==> src/rtl/mux_tx.sv <==
// Two-lane transmit multiplexer. Each lane feeds a small FIFO; the output
// byte stream alternates between lane 0 and lane 1 slots every cycle, so the
// receiver can route bytes by slot alone. A slot whose lane FIFO is empty
// carries the idle filler byte with the valid flag low.
module mux_tx #(
  parameter int                DATA_W     = 8,
  parameter int                FIFO_DEPTH = 4,
  parameter logic [DATA_W-1:0] IDLE_BYTE  = 8'h7C
) (
  input  logic              CLK,
  input  logic              RESET_L,
  input  logic [DATA_W-1:0] DATA_IN0,
  input  logic              VALID_IN0,
  output logic              READY0,
  input  logic [DATA_W-1:0] DATA_IN1,
  input  logic              VALID_IN1,
  output logic              READY1,
  output logic [DATA_W-1:0] Tx_buffer,
  output logic              VALID_OUT,
  output logic              SLOT_OUT
);

  localparam int PTR_W = (FIFO_DEPTH > 1) ? $clog2(FIFO_DEPTH) : 1;
  localparam int CNT_W = PTR_W + 1;

  typedef enum logic {
    LANE0 = 1'b0,
    LANE1 = 1'b1
  } slot_t;

  slot_t slot;

  logic [DATA_W-1:0] mem0 [FIFO_DEPTH];
  logic [DATA_W-1:0] mem1 [FIFO_DEPTH];
  logic [PTR_W-1:0]  wr_ptr0, rd_ptr0, wr_ptr1, rd_ptr1;
  logic [CNT_W-1:0]  cnt0, cnt1;
  logic              push0, push1, pop0, pop1;

  logic [DATA_W-1:0] tx_byte_p1;
  logic              vld_p1;
  logic              slot_p1;

  // Readiness depends on occupancy only, so a full FIFO refuses a push even
  // in the same cycle its head is popped.
  assign READY0 = (cnt0 < CNT_W'(FIFO_DEPTH));
  assign READY1 = (cnt1 < CNT_W'(FIFO_DEPTH));

  assign push0 = VALID_IN0 & READY0;
  assign push1 = VALID_IN1 & READY1;
  assign pop0  = (slot == LANE0) && (cnt0 != '0);
  assign pop1  = (slot == LANE1) && (cnt1 != '0);

  // Lane storage: write-only on accepted pushes, contents need no reset.
  always_ff @(posedge CLK) begin
    if (push0) mem0[wr_ptr0] <= DATA_IN0;
    if (push1) mem1[wr_ptr1] <= DATA_IN1;
  end

  // Pointer and occupancy bookkeeping; pointers wrap modulo FIFO_DEPTH.
  always_ff @(posedge CLK or negedge RESET_L) begin
    if (!RESET_L) begin
      wr_ptr0 <= '0;
      rd_ptr0 <= '0;
      cnt0    <= '0;
      wr_ptr1 <= '0;
      rd_ptr1 <= '0;
      cnt1    <= '0;
    end else begin
      if (push0) wr_ptr0 <= wr_ptr0 + PTR_W'(1);
      if (pop0)  rd_ptr0 <= rd_ptr0 + PTR_W'(1);
      cnt0 <= cnt0 + CNT_W'(push0) - CNT_W'(pop0);
      if (push1) wr_ptr1 <= wr_ptr1 + PTR_W'(1);
      if (pop1)  rd_ptr1 <= rd_ptr1 + PTR_W'(1);
      cnt1 <= cnt1 + CNT_W'(push1) - CNT_W'(pop1);
    end
  end

  // Slot machine and output stage: toggle every cycle, emit the current
  // lane's head byte or the idle filler tagged with the current slot.
  always_ff @(posedge CLK or negedge RESET_L) begin
    if (!RESET_L) begin
      slot       <= LANE0;
      tx_byte_p1 <= IDLE_BYTE;
      vld_p1     <= 1'b0;
      slot_p1    <= 1'b0;
    end else begin
      slot    <= (slot == LANE0) ? LANE1 : LANE0;
      slot_p1 <= (slot == LANE1);
      if (pop0) begin
        tx_byte_p1 <= mem0[rd_ptr0];
        vld_p1     <= 1'b1;
      end else if (pop1) begin
        tx_byte_p1 <= mem1[rd_ptr1];
        vld_p1     <= 1'b1;
      end else begin
        tx_byte_p1 <= IDLE_BYTE;
        vld_p1     <= 1'b0;
      end
    end
  end

  assign Tx_buffer = tx_byte_p1;
  assign VALID_OUT = vld_p1;
  assign SLOT_OUT  = slot_p1;

endmodule
==> config.mk <==
export PLATFORM = sky130hd
export DESIGN_NAME = mux_tx
export DESIGN_NICKNAME = d
export VERILOG_FILES = /design/src/rtl/mux_tx.sv
export SDC_FILE = /design/constraint.sdc
export NUM_CORES = 1
export LEC_CHECK = 0
export ABC_AREA = 0
export BUFFER_PORTS_ARGS = -buffer_cell sky130_fd_sc_hd__buf_2
export CORE_MARGIN = 2
export CORE_UTILIZATION = 25
export DETAILED_ROUTE_END_ITERATION = 16
export SETUP_SLACK_MARGIN = 0.05
export SLEW_MARGIN = 20
export SYNTH_ARGS = -nofsm -noshare
export SYNTH_HDL_FRONTEND = slang
export SYNTH_SLANG_ARGS = --single-unit
export TNS_END_PERCENT = 1
==> constraint.sdc <==
create_clock -name CLK -period 3.2 [get_ports CLK]
set_input_delay 0.64 -clock CLK [delete_from_list [all_inputs] [get_ports CLK]]
set_output_delay 0.64 -clock CLK [all_outputs]
set_load 0.05 [all_outputs]
======== After elaboration in Yosys (flattened, before gate mapping) ========
Memories as Yosys holds them, arrays and structs flattened.
Index checks and enable logic that the tools add are counted.
word-level totals
  register bits after elaboration ......... 25
  bits in latches ......................... 0
  memories ................................ 2
  ROM bits ................................ 0
  logic and storage cells ................. 38
  output and inout port bits .............. 12
  RAM bits ................................ 64
cells by class
  shift-type cells ........................ 0
  divide/modulo/power cells ............... 0
  bitwise logic cells ..................... 3
  reduce and logical (&&, ||, !) cells .... 4
  multiplexer cells ....................... 9
  $mul .................................... 0
  equality and inequality tests ........... 0
  order comparisons ....................... 2
  $add $sub $neg .......................... 8
memories
  name  depth  bits a word  read ports  clocked after Yosys merged registers in  wr ports  line  RTL
  mem0  4      8            1           0                                        1         33    logic [DATA_W-1:0] mem0 [FIFO_DEPTH];
  mem1  4      8            1           0                                        1         34    logic [DATA_W-1:0] mem1 [FIFO_DEPTH];
operators by type and width
  kind                   count
  $mux W8                2
  $add A2 B1 Y2 const B  4
  $mux W1                7
  $add A3 B1 Y3          2
  $lt A3 B3 Y1 const B   2
  $reduce_bool A3 Y1     2
  $sub A3 B1 Y3          2
  $and A1 B1 Y1          2
  $logic_and A1 B1 Y1    2
  $not A1 Y1             1

======== Logic depth before layout (Yosys ltp) ========
Gate-level depths: netlist of the first run.
  depth after elaboration ................. 4
  mapped depth ............................ 10
  mapped depth without buffers ............ 9

======== Worst setup path after synthesis of the first run ========
OpenSTA, ideal clock, no wires.
  path type ............................... input-to-reg
  start ................................... input port VALID_IN0
  end ..................................... register cnt0[2]
  data arrival time ....................... 2.109 ns
  cell stages on the path ................. 9
  slack ................................... 0.952 ns
  setup time .............................. 0.139 ns
  required time ........................... 3.061 ns
  buffers on the path ..................... 1
  path through ............................ nor2b_1 clkbuf_1 inv_1 ha_1 inv_1 ha_1 fa_1 xnor2_1 xnor2_1
on the way
  word-level cells in the longest chain between the ends .. 3
ends and longest elaborated chain
  what                  line  RTL
  start, declared       13    input logic VALID_IN0,
  $and A1 B1 Y1         48    assign push0 = VALID_IN0 & READY0;
  $add A3 B1 Y3         71    cnt0 <= cnt0 + CNT_W'(push0) - CNT_W'(pop0);
  $sub A3 B1 Y3         71
  end signal, assigned  71
  end, declared         36    logic [CNT_W-1:0] cnt0, cnt1;
Every way passes these cells.
A chain may end at the register's enable or synchronous reset.

======== Worst setup path in the final report of the first run ========
  start ................................... register cnt1[2]
  end ..................................... register cnt1[2]
on the way
  word-level cells in the longest chain between the ends .. 4
  elaborated cells between the ends (all ways) .. 6
ends and longest elaborated chain
  what                    line  RTL
  start, declared         36
  start signal, assigned  74    cnt1 <= cnt1 + CNT_W'(push1) - CNT_W'(pop1);
  $lt A3 B3 Y1            46    assign READY1 = (cnt1 < CNT_W'(FIFO_DEPTH));
  $and A1 B1 Y1           49    assign push1 = VALID_IN1 & READY1;
  $add A3 B1 Y3           74
  $sub A3 B1 Y3 *         74
Every way passes the cells marked *; elsewhere a longest branch is shown, timed or not.

==> results of run 1 <==
[worst reg2reg max path: stages (launching register included)]
cell and delay [ns]:
dfrtp_1 0.45, o31ai_4 0.46, inv_1 0.24, ha_1 0.33, inv_1 0.04, ha_1 0.18
fa_1 0.38, xnor2_1 0.13
[layer usage]
metal / GRT usage / up-vias / share of wire
met5: 0 / - / 0
met4: 0.03305 / 0 / 0.013
met3: 0.03113 / 10 / 0.040
met2: 0.1542 / 28 / 0.51
met1: 0.1116 / 857 / 0.43
li1: - / 748 / -
[final cells by class]
type,count,area [um^2],area share
Sequential cell,89,2554,0.6140
Multi-Input combinational cell,68,850.8,0.2046
Clock buffer,9,225.2,0.05415
Tap cell,180,225.2,0.05415
Timing Repair Buffer,31,155.1,0.03730
Clock inverter,7,85.08,0.02046
Inverter,17,63.81,0.01534
[sequential cells by signal, summed over array words and instances, names as in the netlist]
name / count
slot: 1
cnt0: 3
wr_ptr1: 2
rd_ptr0: 2
SLOT_OUT: 1
VALID_OUT: 1
mem0: 32
cnt1: 3
Tx_buffer: 8
rd_ptr1: 2
wr_ptr0: 2
mem1: 32
[report_power, final]
part | leakage [nW] | switching (mW) | internal [mW] | total [mW]
clock | 0.152 | 0.408 | 0.675 | 1.08
combinational | 0.527 | 0.639 | 0.466 | 1.11
sequential | 0.868 | 0.232 | 1.54 | 1.77
total | 1.55 | 1.28 | 2.68 | 3.96
[cells in the final DEF (no fill, tap or decap), drive strengths merged]
cell    Yosys  final
nand2       4      4
clkinv      0      5
nor2b       2      2
and2        8      8
nor3        1      1
ha         12     12
or2         1      1
o21ai       2      2
dfrtp      20     20
clkbuf      4      9
bufinv      0      2
edfxtp     64     64
dfstp       5      5
xor2        2      2
buf         3     31
fa          2      2
o22a        5      5
mux4       16     16
o31ai       1      1
inv        17     17
xnor2       8      8
nor3b       1      1
a22o        3      3
[kinds of logic after synthesis]
family,share of synthesized area
mux,0.1069
compound gates,0.02887
flops,0.7274
simple gates,0.02744
buf+inv,0.03029
fa+ha+maj,0.05417
xor+xnor,0.02495
[worst max path at each step]
stage	from	depth (start not counted)	slack (ns)	endpoint
6_report	cnt1[2]$_DFF_PN0_	7	0.89	cnt1[2]$_DFF_PN0_
5_1_grt	cnt0[1]$_DFF_PN0_	9	0.74	cnt0[2]$_DFF_PN0_
4_1_cts	cnt1[2]$_DFF_PN0_	7	0.85	cnt1[2]$_DFF_PN0_
3_5_place_dp	VALID_IN0	9	0.69	cnt0[2]$_DFF_PN0_
3_3_place_gp	VALID_IN0	9	0.75	cnt0[2]$_DFF_PN0_
2_1_floorplan	VALID_IN0	9	0.95	cnt0[2]$_DFF_PN0_
[per-stage QoR]
stage / instance area [um^2] / worst slack [ns]
2_1_floorplan: 3511 / 0.9521
3_3_place_gp: 3849 / 0.7521
3_5_place_dp: 3849 / 0.6881
4_1_cts: 4159 / 0.8467
5_1_grt: 4159 / 0.7378
6_report: 4159 / 0.8876
==> impl_metrics.csv, run 1 <==
group,metric,value,unit
status,outcome,"completed",
placement,port_buffers,31,
placement,post-place-cells,385,
finish,fillers,1374,
placement,dp_hpwl,4.473,mm
pwr,vdd_drop_max,0.0004198,V
sta,final_hold_viol_count,0,
pwr,finalPower,3.961,mW
sta,finalSetupTns,0,ns
flow_run,maxCapViolCount,0,
route,wl_per_cell,15.78,um
finish,drive_above_1_share,0.2851,
route,via_per_inst,4.097,
yosys,ys_top_cells_by_area,"edfxtp_1 (55%), dfrtp_1 (14%), mux4_2 (7.7%)",
sta,fin_crit_sh,0.7226,
sta,rsz0062_at_grt,"false",
yosys,syn_area,3511,um^2
worst_setup_path,reg2regPathDepth,7,
worst_setup_path,worstPathArrival,2.53,ns
clocking,clk_pin_slew,0.06,ns
finish,n_antenna_cell,0,
worst_hold_path,holdCritPathClass,"input pin to asynchronous set/reset pin",
worst_setup_path,crit_type,"register to register",
yosys,avgSynthCellArea,19.40,um^2
yosys,netlist_top_cells_count,"edfxtp_1 (64), dfrtp_1 (20), inv_1 (17)",
clocking,cts_sinks,89,
worst_setup_path,slowest_stage,"dfrtp_1",
finish,layout.nets,250,
yosys,yosys.cell_types.count,23,
sta,skew,0.004755,ns
clocking,cts_tree,"built",
yosys,yosysMostFrequentCell,"edfxtp_1",
floorplan,die_w,122.5,um
sta,worst_slew_pin_slew,0.5932,ns
clocking,cts_root_buf,"clkbuf_16",
worst_setup_path,cp_top_family,"adder cells",
floorplan,die_area,15010,um^2
yosys,ys_ff_latch,89,
worst_setup_path,cp_num_buf_inv,2,
sta,setup_viol,0,
route,detail-route-antenna-nets,0,
clocking,numCtsBuffers,9,
grt,grt-ovfl-total,0,
sta,finalMaxSlewViolations,0,
floorplan,die_h,122.5,um
clocking,hold_buffers,0,
worst_setup_path,cp_max_fo,8,
worst_setup_path,reg2reg_to,"cnt1[2]$_DFF_PN0_",
grt,grt_pass1_vias,1716,
route,drt_first_pass_iters,4,
placement,gp_congestion,0.7300,
floorplan,pin_count,32,
grt,antenna_found_initial,0,
sta,period_needed,2.312,ns
route,drt-initial-drc-count,85,
yosys,synth.top_cell.area_share,0.5474,
worst_setup_path,start_kind,"register",
worst_setup_path,required,3.42,ns
finish,stdcell_count,401,
yosys,yosys_warnings,0,
finish,syn2layout_area_growth,18.46,%
worst_setup_path,path_cells,"o31ai_4 -> inv_1 -> ha_1 -> inv_1 -> ha_1 -> fa_1 -> xnor2_1",
pwr,power_density,952.4,nW/um^2
sta,max_freq,0.4324,GHz
grt,grt_pass1_wl,9.867,mm
yosys,synth_fp_nets,215,
clocking,cts_resized,0,
yosys,postSynthCellCount,181,
yosys,seq_area_frac_synth,0.7274,
yosys,synth_area_leader_cell,"edfxtp_1",
floorplan,initial_core_util,0.2549,
worst_setup_path,reg2reg_slack,0.89,ns
floorplan,std_cell_rows,43,
sta,relSlewSlack,0.6045,
route,finalWirelength,6.328,mm
clocking,cts_buffer_depth,2,
worst_setup_path,cp-end-kind,"register",
grt,grt_usage,0.09248,
clocking,h-tree-depth,3,
worst_setup_path,critical-path-max-stage-delay,0.45,ns
yosys,synth_top_flop_cell,"edfxtp_1",
floorplan,core-area,13770,um^2
grt,grt_max_degree,26,
pwr,p_leak,1.547,nW
route,num_vias,1643,
clocking,clock_latency,0.33,ns
yosys,synth_edf_count,64,
route,drc_errors,0,
clocking,cts_setup_buffers,0,
sta,whs,0.3073,ns
finish,fin_util,0.3020,
yosys,synthArstFlopShare,0.2809,
worst_setup_path,timing.rr.start,"cnt1[2]$_DFF_PN0_",
(Power assumes the default switching activity.)
==> run 2: changes to the inputs <==
==> constraint.sdc (replaced) <==
create_clock -name CLK -period 2.35 [get_ports CLK]
set_input_delay 0.47 -clock CLK [delete_from_list [all_inputs] [get_ports CLK]]
set_output_delay 0.47 -clock CLK [all_outputs]
set_load 0.05 [all_outputs]
==> impl_metrics.csv, run 2 (same netlist as run 1, synthesis figures left out) <==
group,metric,value,unit
grt,grt_pass1_wl,10.12,mm
finish,syn2layout_area_growth,20.60,%
grt,grt_usage,0.09562,
sta,worst_slew_pin_slew,0.5989,ns
finish,mostFrequentLayoutCells,"edfxtp_1 (64), buf_2 (31), dfrtp_1 (20)",
clocking,cts_setup_buffers,0,
pwr,p_leak,1.595,nW
placement,port_buffers,31,
worst_setup_path,crit_type,"register to register",
floorplan,core-area,13770,um^2
finish,layout.nets,257,
finish,n_antenna_cell,0,
floorplan,std_cell_rows,43,
route,via_per_inst,3.983,
sta,fin_crit_sh,0.9211,
worst_setup_path,cp-end-kind,"register",
clocking,numCtsBuffers,9,
clocking,cts_sinks,89,
placement,dp_hpwl,4.507,mm
flow_run,maxCapViolCount,0,
clocking,clock_latency,0.34,ns
placement,gp_congestion,0.6589,
clocking,cts_tree,"built",
floorplan,die_w,122.5,um
clocking,hold_buffers,0,
floorplan,die_area,15010,um^2
worst_setup_path,required,2.58,ns
sta,finalSetupTns,0,ns
worst_setup_path,cp_max_fo,4,
floorplan,pin_count,32,
sta,max_freq,0.4620,GHz
grt,grt-ovfl-total,0,
clocking,cts_resized,0,
grt,antenna_found_initial,0,
finish,drive_above_1_share,0.3289,
sta,setup_viol,0,
route,finalWirelength,6.438,mm
clocking,h-tree-depth,3,
clocking,cts_root_buf,"clkbuf_16",
route,wl_per_cell,15.78,um
pwr,vdd_drop_max,0.0003770,V
status,outcome,"completed",
sta,finalMaxSlewViolations,0,
grt,grt_pass1_vias,1825,
finish,stdcell_count,408,
sta,final_hold_viol_count,0,
floorplan,initial_core_util,0.2549,
sta,period_needed,2.165,ns
floorplan,die_h,122.5,um
sta,rsz0062_at_grt,"false",
worst_setup_path,start_kind,"register",
grt,grt_max_degree,26,
route,num_vias,1625,
pwr,power_density,1298,nW/um^2
sta,skew,0.007927,ns
route,detail-route-antenna-nets,0,
finish,mostFrequentLayoutCell,"edfxtp_1",
sta,relSlewSlack,0.6007,
worst_hold_path,holdCritPathClass,"input pin to asynchronous set/reset pin",
route,drt-initial-drc-count,66,
clocking,clk_pin_slew,0.06,ns
placement,post-place-cells,392,
clocking,cts_buffer_depth,2,
route,drc_errors,0,
route,drt_first_pass_iters,4,
worst_setup_path,worstPathArrival,2.39,ns
-- run 2: cell count changes in the layout (fill, tap and decap cells not counted), sizes merged --
cell	before	now
bufinv	2	1
clkinv	5	1
buf	31	38
clkbuf	9	10
inv	17	21
-- run 2: final cells by class --
| class | instances | area (um^2) |
|---|---|---|
| repair buffers | 38 | 207.7 |
| fillers | 1374 | 9539 |
| flip-flops and latches | 89 | 2554 |
| clock inverters | 6 | 70.07 |
| multi-input cells | 68 | 863.3 |
| clock buffers | 10 | 250.2 |
| inverters | 17 | 63.81 |
| well taps | 180 | 225.2 |
-- run 2: metal layers --
layer,track usage,vias to the layer above,routed length (um)
li1,-,759,-
met1,0.1130,825,2810
met2,0.1559,34,3261
met3,0.03439,7,278
met4,0.04382,0,87
met5,0,-,0
-- run 2: path summary, 6_finish.rpt --
kind,start,end,cells past startpoint,slack [ns]
max reg2reg,cnt0[2]$_DFF_PN0_,cnt0[2]$_DFF_PN0_,9,0.19
max,cnt0[2]$_DFF_PN0_,cnt0[2]$_DFF_PN0_,9,0.19
min,RESET_L,wr_ptr1[0]$_DFFE_PN0P_,1,0.14
max in group asynchronous,RESET_L,wr_ptr0[0]$_DFFE_PN0P_,1,1.82
min in group CLK,DATA_IN0[7],mem0[2][7]$_DFFE_PP_,1,0.35
min reg2reg,slot$_DFF_PN0_,SLOT_OUT$_DFF_PN0_,1,0.52
-- run 2: power by group --
part	switching (mW)	internal [mW]	total, mW
clock	0.602	0.901	1.50
combinational	0.895	0.691	1.59
sequential	0.309	2.10	2.41
-- run 2: metrics by stage --
stage | setup WS [ns] | utilization | area [um^2] | power, mW | hold slack, ns
final | 0.1854 | 0.3074 | 4234 | 5.495 | 0.1360
after global routing | 0.04102 | 0.3074 | 4234 | 5.809 | 0.1704
after CTS | 0.1519 | 0.3065 | 4222 | 5.566 | 0.1526
after detailed placement | 0.1767 | 0.2832 | 3901 | 4.037 | 0.5164
after global placement | 0.2384 | 0.2832 | 3901 | 3.977 | 0.4927
after floorplan | 0.1785 | - | 3511 | 3.576 | 0.1744
-- run 2: worst max-delay path: stages, from the launching register on --
cell and delay [ns]:
dfrtp_1 0.40, nor3_2 0.21, or2_2 0.15, inv_1 0.09, ha_1 0.28, inv_1 0.04
ha_1 0.20, fa_1 0.41, xnor2_2 0.16, xnor2_1 0.12
